`config.mk`:
```
export PLATFORM = sky130hd
export DESIGN_NAME = instr_fetch_unit_flat
export DESIGN_NICKNAME = d
export VERILOG_FILES = /design/src/rtl/instr_fetch_unit_if.sv /design/src/rtl/instr_fetch_unit.sv /design/src/flat_wrapper.sv
export SDC_FILE = /design/constraint.sdc
export NUM_CORES = 1
export LEC_CHECK = 0
export BUFFER_PORTS_ARGS = -buffer_cell sky130_fd_sc_hd__buf_4
export CAP_MARGIN = 20
export CORE_MARGIN = 5
export CORE_UTILIZATION = 35
export CTS_CLUSTER_SIZE = 12
export DETAILED_ROUTE_END_ITERATION = 6
export HOLD_SLACK_MARGIN = 0.1
export MAX_ROUTING_LAYER = met4
export PLACE_DENSITY = 0.61
export REMOVE_ABC_BUFFERS = 1
export SLEW_MARGIN = 20
export SYNTH_ARGS = -nofsm -noshare
export SYNTH_HDL_FRONTEND = slang
export SYNTH_SLANG_ARGS = --single-unit
```
`constraint.sdc`:
```
create_clock -name clk -period 7.3 [get_ports clk]
set_input_delay 1.46 -clock clk [delete_from_list [all_inputs] [get_ports clk]]
set_output_delay 1.46 -clock clk [all_outputs]
set_load 0.02 [all_outputs]
```
`src/rtl/instr_fetch_unit_if.sv`:
```
// Fetch-stage bus bundle: ROM read port, redirect request and the decode-side
// valid/ready instruction handshake.
interface instr_fetch_unit_if;
    logic        rom_nrd;
    logic [31:0] rom_addr;
    logic [31:0] rom_data;
    logic        redirect_valid;
    logic [31:0] redirect_pc;
    logic        inst_valid;
    logic [31:0] inst;
    logic [31:0] inst_pc;
    logic        inst_ready;

    // The fetch unit is the master side; ROM, branch unit and decode form the slave side.
    modport master (
        output rom_nrd, rom_addr, inst_valid, inst, inst_pc,
        input  rom_data, redirect_valid, redirect_pc, inst_ready
    );

    modport slave (
        input  rom_nrd, rom_addr, inst_valid, inst, inst_pc,
        output rom_data, redirect_valid, redirect_pc, inst_ready
    );
endinterface

```
`src/rtl/instr_fetch_unit.sv`:
```
// Instruction fetch stage: owns the PC, reads big-endian words from the ROM into
// a 2-entry queue, and handles redirects, halt opcode and illegal fetch addresses.
module instr_fetch_unit #(
    parameter logic [31:0] RESET_PC    = 32'h0000_0000,
    parameter int unsigned ROM_BYTES   = 100,
    parameter logic [5:0]  HALT_OPCODE = 6'b111111
) (
    input  logic               clk,
    input  logic               rst,
    instr_fetch_unit_if.master fetch,
    output logic               halted,
    output logic               fault
);

    typedef enum logic [1:0] {StRun, StHalt, StFault} state_e;

    state_e      state_q, state_d;
    logic [31:0] pc_q, pc_d;
    logic [1:0]  count_q, count_d;
    logic [31:0] head_inst_q, head_inst_d;
    logic [31:0] head_pc_q, head_pc_d;
    logic [31:0] tail_inst_q, tail_inst_d;
    logic [31:0] tail_pc_q, tail_pc_d;
    logic        valid_q, valid_d;
    logic        halted_q, halted_d;
    logic        fault_q, fault_d;

    logic        deq;
    logic        room;
    logic        addr_legal;
    logic        active;
    logic        do_fetch;
    logic        do_fault;
    logic        is_halt;
    logic        take_redirect;
    logic [32:0] pc_last_byte;

    // Widened so a PC near the top of the address space cannot wrap into range.
    assign pc_last_byte  = {1'b0, pc_q} + 33'd3;
    assign addr_legal    = (pc_q[1:0] == 2'b00) && (pc_last_byte < 33'(ROM_BYTES));

    assign deq           = valid_q & fetch.inst_ready;
    assign room          = (count_q != 2'd2) || deq;
    assign active        = (state_q == StRun) && !fetch.redirect_valid && !rst;
    assign do_fetch      = active && addr_legal && room;
    assign do_fault      = active && !addr_legal;
    assign is_halt       = (fetch.rom_data[31:26] == HALT_OPCODE);
    assign take_redirect = fetch.redirect_valid && (state_q != StFault);

    always_comb begin
        state_d     = state_q;
        pc_d        = pc_q;
        count_d     = count_q;
        head_inst_d = head_inst_q;
        head_pc_d   = head_pc_q;
        tail_inst_d = tail_inst_q;
        tail_pc_d   = tail_pc_q;
        halted_d    = halted_q;
        fault_d     = fault_q;

        if (take_redirect) begin
            // Flush; any same-cycle dequeue is simply lost with the rest of the queue.
            count_d  = 2'd0;
            pc_d     = fetch.redirect_pc;
            state_d  = StRun;
            halted_d = 1'b0;
        end else begin
            unique case ({do_fetch, deq})
                2'b11: begin
                    if (count_q == 2'd2) begin
                        head_inst_d = tail_inst_q;
                        head_pc_d   = tail_pc_q;
                        tail_inst_d = fetch.rom_data;
                        tail_pc_d   = pc_q;
                    end else begin
                        head_inst_d = fetch.rom_data;
                        head_pc_d   = pc_q;
                    end
                end
                2'b01: begin
                    if (count_q == 2'd2) begin
                        head_inst_d = tail_inst_q;
                        head_pc_d   = tail_pc_q;
                    end
                    count_d = count_q - 2'd1;
                end
                2'b10: begin
                    if (count_q == 2'd0) begin
                        head_inst_d = fetch.rom_data;
                        head_pc_d   = pc_q;
                    end else begin
                        tail_inst_d = fetch.rom_data;
                        tail_pc_d   = pc_q;
                    end
                    count_d = count_q + 2'd1;
                end
                default: ;
            endcase

            if (do_fetch) begin
                pc_d = pc_q + 32'd4;
                if (is_halt) begin
                    state_d  = StHalt;
                    halted_d = 1'b1;
                end
            end

            if (do_fault) begin
                state_d = StFault;
                fault_d = 1'b1;
            end
        end

        valid_d = (count_d != 2'd0);
    end

    always_ff @(posedge clk) begin
        if (rst) begin
            state_q     <= StRun;
            pc_q        <= RESET_PC;
            count_q     <= 2'd0;
            head_inst_q <= 32'd0;
            head_pc_q   <= 32'd0;
            tail_inst_q <= 32'd0;
            tail_pc_q   <= 32'd0;
            valid_q     <= 1'b0;
            halted_q    <= 1'b0;
            fault_q     <= 1'b0;
        end else begin
            state_q     <= state_d;
            pc_q        <= pc_d;
            count_q     <= count_d;
            head_inst_q <= head_inst_d;
            head_pc_q   <= head_pc_d;
            tail_inst_q <= tail_inst_d;
            tail_pc_q   <= tail_pc_d;
            valid_q     <= valid_d;
            halted_q    <= halted_d;
            fault_q     <= fault_d;
        end
    end

    assign fetch.rom_nrd    = !do_fetch;
    assign fetch.rom_addr   = pc_q;
    assign fetch.inst_valid = valid_q;
    assign fetch.inst       = head_inst_q;
    assign fetch.inst_pc    = head_pc_q;
    assign halted           = halted_q;
    assign fault            = fault_q;

endmodule

```
`src/flat_wrapper.sv`:
```
// flat-port wrapper written by rule: the top's interface ports become plain ports
module instr_fetch_unit_flat 
#(
    parameter logic [31:0] RESET_PC    = 32'h0000_0000,
    parameter int unsigned ROM_BYTES   = 100,
    parameter logic [5:0]  HALT_OPCODE = 6'b111111
)
  (clk, rst, halted, fault, fetch_rom_nrd, fetch_rom_addr, fetch_inst_valid, fetch_inst, fetch_inst_pc, fetch_rom_data, fetch_redirect_valid, fetch_redirect_pc, fetch_inst_ready);
  instr_fetch_unit_if fetch_i ();
  input  logic clk;
  input  logic rst;
  output logic halted;
  output logic fault;
  output wire logic [$bits(fetch_i.rom_nrd)-1:0] fetch_rom_nrd;
  output wire logic [$bits(fetch_i.rom_addr)-1:0] fetch_rom_addr;
  output wire logic [$bits(fetch_i.inst_valid)-1:0] fetch_inst_valid;
  output wire logic [$bits(fetch_i.inst)-1:0] fetch_inst;
  output wire logic [$bits(fetch_i.inst_pc)-1:0] fetch_inst_pc;
  input wire logic [$bits(fetch_i.rom_data)-1:0] fetch_rom_data;
  input wire logic [$bits(fetch_i.redirect_valid)-1:0] fetch_redirect_valid;
  input wire logic [$bits(fetch_i.redirect_pc)-1:0] fetch_redirect_pc;
  input wire logic [$bits(fetch_i.inst_ready)-1:0] fetch_inst_ready;
  assign fetch_rom_nrd = fetch_i.rom_nrd;
  assign fetch_rom_addr = fetch_i.rom_addr;
  assign fetch_inst_valid = fetch_i.inst_valid;
  assign fetch_inst = fetch_i.inst;
  assign fetch_inst_pc = fetch_i.inst_pc;
  assign fetch_i.rom_data = fetch_rom_data;
  assign fetch_i.redirect_valid = fetch_redirect_valid;
  assign fetch_i.redirect_pc = fetch_redirect_pc;
  assign fetch_i.inst_ready = fetch_inst_ready;
  instr_fetch_unit #(.RESET_PC(RESET_PC), .ROM_BYTES(ROM_BYTES), .HALT_OPCODE(HALT_OPCODE)) u_core (.clk(clk), .rst(rst), .fetch(fetch_i), .halted(halted), .fault(fault));
endmodule
```
After elaboration in Yosys (flattened, before gate mapping)
Index checks and enable logic that the tools add are counted.
- register bits after elaboration: 167
- latch bits: 0
- RAM bits: 0
- ROM bits: 0
- output and inout bits: 100
- memories kept: 0
- add/sub/neg operators: 4
- $mul: 0
- divide/modulo/power cells: 0
- magnitude comparators: 1
- equality and inequality tests: 11
- shifts and indexed selects: 0
- multiplexer cells: 21
- bitwise logic cells: 2
- reductions and logical operators: 28
- operators with widths (cell ; number):
    $mux W32 ; 12
    $pmux W32 S3 ; 2
    $pmux W32 S2 ; 2
    $add A32 B2 Y33 const B ; 1
    $lt A33 B7 Y1 const B ; 1
    $add A32 B3 Y32 const B ; 1
    $reduce_bool A2 Y1 ; 5
    $mux W2 ; 4
    $reduce_and A4 Y1 ; 2
    $logic_and A1 B1 Y1 ; 7
    $eq A2 B2 Y1 const B ; 3
    $eq A6 B6 Y1 const B ; 1
    $logic_not A2 Y1 ; 3
    $ne A2 B1 Y1 const B ; 3
    $ne A2 B2 Y1 const B ; 3
    $reduce_and A2 Y1 ; 3
    $logic_not A1 Y1 ; 4
    $pmux W2 S2 ; 1
    $reduce_bool A3 Y1 ; 1
    $reduce_or A3 Y1 ; 1
    $add A2 B1 Y2 const B ; 1
    $eq A2 B1 Y1 const B ; 1
    $reduce_or A2 Y1 ; 1
    $sub A2 B1 Y2 const B ; 1
    3 further kinds ; 3

Longest topological paths before layout
- depth in word-level cells: 9
- gate-level depth with buffers: 17
- depth with buffers taken out: 15

Worst setup path after synthesis
Ideal clock, no wire load.
- path type: input to register
- start point: input port rst
- end point: register u_core.head_inst_q[0], in the netlist u_core.fetch.inst[0]
- setup time: 86 ps
- data arrival time: 4249 ps
- slack: 2966 ps
- stages: 15
- buffers on the path: 3
- path through: clkbuf_1 -> nor4_1 -> nand2_1 -> a31oi_2 -> o211a_1 -> nand2_1 -> ha_1 -> inv_1 -> o21ai_0 -> o22a_1 -> nor3_1 -> clkbuf_1 -> clkbuf_1 -> nor2_1 -> a211oi_1
- cells in the longest elaborated chain, start to end: 7
- elaborated cells between the ends (all ways): 12
- those cells by class: eq/ne: 5; mux: 1; reduce/logical: 6
- ends and longest elaborated chain (what ; RTL line ; source):
    from (decl) ; flat_wrapper.sv:11 ; input logic rst;
    $logic_not A1 Y1 ; instr_fetch_unit.sv:44 ; assign active = (state_q == StRun) && !fetch.redirect_valid && !rst;
    $logic_and A1 B1 Y1 ; instr_fetch_unit.sv:44 ;
    $logic_and A1 B1 Y1 (2 in series) ; instr_fetch_unit.sv:45 ; assign do_fetch = active && addr_legal && room;
    $eq A2 B2 Y1 or $eq A2 B1 Y1 (tied branches) ; instr_fetch_unit.sv:68 ; unique case ({do_fetch, deq})
    $ne A2 B1 Y1 (no line) or $reduce_bool A3 Y1 (tied branches) ; - ;
    $reduce_and A4 Y1 (no line) ; - ;
    to (signal assigned) ; instr_fetch_unit.sv:133 ; head_inst_q <= head_inst_d;
    to (decl) ; instr_fetch_unit.sv:20 ; logic [31:0] head_inst_q, head_inst_d;
Parallel ways exist; a longest one is shown, timed or not.
A chain may end at the register's enable or synchronous reset.

Final worst setup path
- start point: input port rst
- end point: register u_core.head_inst_q[23], in the netlist u_core.fetch.inst[23]
Same word-level chain as after synthesis.

==> impl_metrics.env <==
export IMPL_outcome="completed"
export IMPL_synthMuxAreaShare_pct=0.144
export IMPL_clock_path_buffers=2
export IMPL_nNetsFinal=1055
export IMPL_reg2reg_to="u_core.fetch.inst[23]"
export IMPL_clk_pin_slew_ns=0.06
export IMPL_ant_nets=0
export IMPL_synth_edf_count=0
export IMPL_max_cap_violations=0
export IMPL_cts_hold_buf=0
export IMPL_antenna_found_initial=0
export IMPL_ys_flop_type="dfxtp_1"
export IMPL_cp_slowest_cell="o21a_2"
export IMPL_crit_chain="buf_6 -> nor4_1 -> nand2_1 -> a31oi_2 -> o211a_1 -> nand2_1 -> ha_1 -> nand2_1 -> o21a_2 -> buf_4 -> a22oi_1 -> a211oi_1"
export IMPL_hpwl_mm=13.2
export IMPL_avgSynthCellArea_um2=8.09
export IMPL_r2r_start="u_core.fetch.rom_addr[5]"
export IMPL_end_kind="flip-flop"
export IMPL_hold_class="reg -> reg"
export IMPL_wl_mm=20.3
export IMPL_synth_area_um2=6970
export IMPL_reg2reg_depth=12
export IMPL_area_delta_synth_final_pct=28.8
export IMPL_dieWidth_um=151
export IMPL_route_detailed_drc=0
export IMPL_path_max_fanout=80
export IMPL_criticalPathCategory="in -> reg"
export IMPL_cts_buffers=17
export IMPL_period_share_pct=67.7
export IMPL_slew_violations=0
export IMPL_synth_compound_area_share_pct=25.5
export IMPL_synthSimpleGateAreaFrac_pct=20.1
export IMPL_htree_levels=4
export IMPL_p_per_area_nw_per_um2=227
export IMPL_max_freq_mhz=202
export IMPL_finalHoldViolations=0
export IMPL_cts_resized=0
export IMPL_worstHoldStart="u_core.tail_pc_q[30]"
export IMPL_routedWlPerCell_um=16.1
export IMPL_ios=168
export IMPL_holdPathEnd="u_core.tail_pc_q[30]"
export IMPL_critPathRequiredTime_ns=7.62
export IMPL_ff_latch_area_um2=3340
export IMPL_cts_root_buf="clkbuf_16"
export IMPL_grtUsageTotal_pct=18.3
export IMPL_fillCellCount=2009
export IMPL_grt_max_degree=84
export IMPL_fin_crit_ns=4.94
export IMPL_drive_above_1_share_pct=21.8
export IMPL_synthAdderAreaFrac_pct=0.897
export IMPL_r2r_slack_ns=2.55
export IMPL_clkSinkCount=167
export IMPL_core_area_um2=19500
export IMPL_first_iter_violations=363
export IMPL_std_cell_rows=51
export IMPL_ir_drop_mv=0.150
export IMPL_synth_top_family_by_area="compound AO/OA/AOI/OAI gates"
export IMPL_clk_latency_ns=0.42
export IMPL_cp_arrival_ns=5.26
export IMPL_multi_input_area_um2=3360
export IMPL_fin_skew_ns=0.00939
export IMPL_async_reset_ff_share_pct=0
export IMPL_grt_pass1_vias=5976
export IMPL_critPathLaunchType="primary input"
export IMPL_synthCells=862
export IMPL_yosys_warnings=0
export IMPL_vias=6407
export IMPL_leakage_nw=3.35
export IMPL_max_slew_margin_pct=35.5
export IMPL_slowest_delay_ns=0.78
export IMPL_grt_pass1_wl_mm=32.4
export IMPL_setup_viol=0
export IMPL_finish_instance_area_um2=8980
export IMPL_dieHeight_um=151
export IMPL_synth_xor_area_share_pct=0.879
export IMPL_place_area_um2=8380
export IMPL_io_buffers=167
export IMPL_n_antenna_cell=0
export IMPL_via_per_inst=5.09
export IMPL_rsz0062_at_grt="no"
export IMPL_grt_remaining_overflow=0
export IMPL_finalPower_w=0.00204
export IMPL_post_cts_buffers=0
export IMPL_gp_congestion=0.831
export IMPL_die_area_um2=22800
export IMPL_yosysSeqAreaShare_pct=48.0
export IMPL_synth_seq_cells=167
export IMPL_tritoncts="done"
export IMPL_drtPass1Iterations=5
export IMPL_start_util_pct=35.7
export IMPL_crit_top_cell="nand2_1"
export IMPL_min_path_cells=2
export IMPL_tightestPinTransition_ns=0.968
export IMPL_ys_types=51
[worst max-delay path by stage]
stage                                   from                  endpoint  slack [ns]  cells past startpoint
floorplan               fetch_redirect_valid      u_core.fetch.inst[0]       -2.86                     11
global placement                         rst   u_core.fetch.inst_pc[4]        2.12                     12
detailed placement                       rst     u_core.fetch.inst[23]        2.01                     12
CTS                                      rst     u_core.fetch.inst[23]        2.35                     12
global route        u_core.fetch.rom_addr[4]  u_core.fetch.inst_pc[21]        2.02                     12
finish                                   rst     u_core.fetch.inst[23]        2.36                     12
[worst max-delay path: cells and delay by family]
kind	cells	cell delay, ns
AOI/OAI and AO/OA	5	1.65
adders and majority gates	1	0.39
buffers and inverters	2	0.68
and+or+nand+nor	4	1.01
[final cells by class]
class                   count  area share [%]
clock buffers              22            5.39
clock inverters             9            1.02
inverters                   9           0.376
multi-input cells         612            37.4
flip-flops and latches    167            37.2
well taps                 265            3.69
repair buffers            175            14.9
[cells in the final DEF (no fill, tap or decap), types with 3 or more instances in the layout]
cell type  instances
nand4_1            8
ha_1               5
and2_1             3
nor4_1            10
o21ai_0            5
buf_4            173
dfxtp_1          167
nand3_1            9
xnor2_1            3
inv_1              9
xor2_1             4
a22oi_1           64
a21oi_1           96
inv_6              3
a211oi_1          66
nor2_1            81
clkbuf_8           4
clkbuf_16         17
nand2_1          198
a311oi_1           4
or4_1              3
o211ai_1           5
or3_1              4
[metrics by stage]
stage / setup TNS (ns) / util [%] / instances / worst slack (ns) / hold WS [ns]
3_3_place_gp: 0 / 42.9 / 1227 / 2.12 / 0.442
3_5_place_dp: 0 / 42.9 / 1227 / 2.01 / 0.445
2_1_floorplan: -182.90 / - / 788 / -2.86 / 0.431
4_1_cts: 0 / 45.9 / 1258 / 2.35 / 0.455
5_1_grt: 0 / 46.0 / 1259 / 2.02 / 0.467
6_report: 0 / 46.0 / 1259 / 2.36 / 0.454
[layer usage]
layer / global-route usage, % / vias up / wire length (um) / share of wire, %
met4: 4.94 / 0 / 221 / 1.1
li1: - / 3304 / - / -
met5: - / - / 0 / 0
met2: 28.2 / 163 / 9320 / 46
met3: 3.98 / 18 / 1050 / 5.2
met1: 24.4 / 2922 / 9660 / 48
[registers in the layout, indices dropped and copies added (netlist names)]
name                     cells
u_core.fetch.inst           32
u_core.fetch.inst_pc        32
u_core.fetch.rom_addr       32
u_core.tail_inst_q          32
u_core.tail_pc_q            32
u_core.count_q               2
u_core.state_q               2
u_core.fault                 1
u_core.fetch.inst_valid      1
u_core.halted                1
[cell families (layout without fill, tap and decap cells)]
| family | after synthesis | in the layout |
|---|---|---|
| mux | 1 | 1 |
| flops | 167 | 167 |
| xor+xnor | 7 | 7 |
| buf+inv | 83 | 215 |
| simple gates | 333 | 333 |
| fa+ha+maj | 5 | 5 |
| compound gates | 266 | 266 |
[power by group]
group          total (W)  switching (W)  internal (W)
clock network   0.000871       0.000364      0.000507
logic           0.000198       0.000110     0.0000882
registers       0.000969      0.0000384      0.000931
[synthesized netlist by cell type (3+ instances only)]
master / count / area (um2)
nor4_1: 10 / 62.6
xor2_1: 4 / 35.0
a211oi_1: 66 / 495
a311oi_1: 4 / 35.0
nor2_1: 81 / 304
a21oi_1: 96 / 480
or4_1: 3 / 22.5
nand4_1: 8 / 50.1
nand3_1: 9 / 45.0
ha_1: 5 / 62.6
xnor2_1: 3 / 26.3
o21ai_0: 6 / 30.0
a22oi_1: 64 / 480
clkbuf_1: 74 / 278
nand2_1: 199 / 747
and2_1: 4 / 25.0
inv_1: 9 / 33.8
o211ai_1: 5 / 37.5
or3_1: 4 / 25.0
dfxtp_1: 167 / 3340
(Power assumes the default switching activity.)
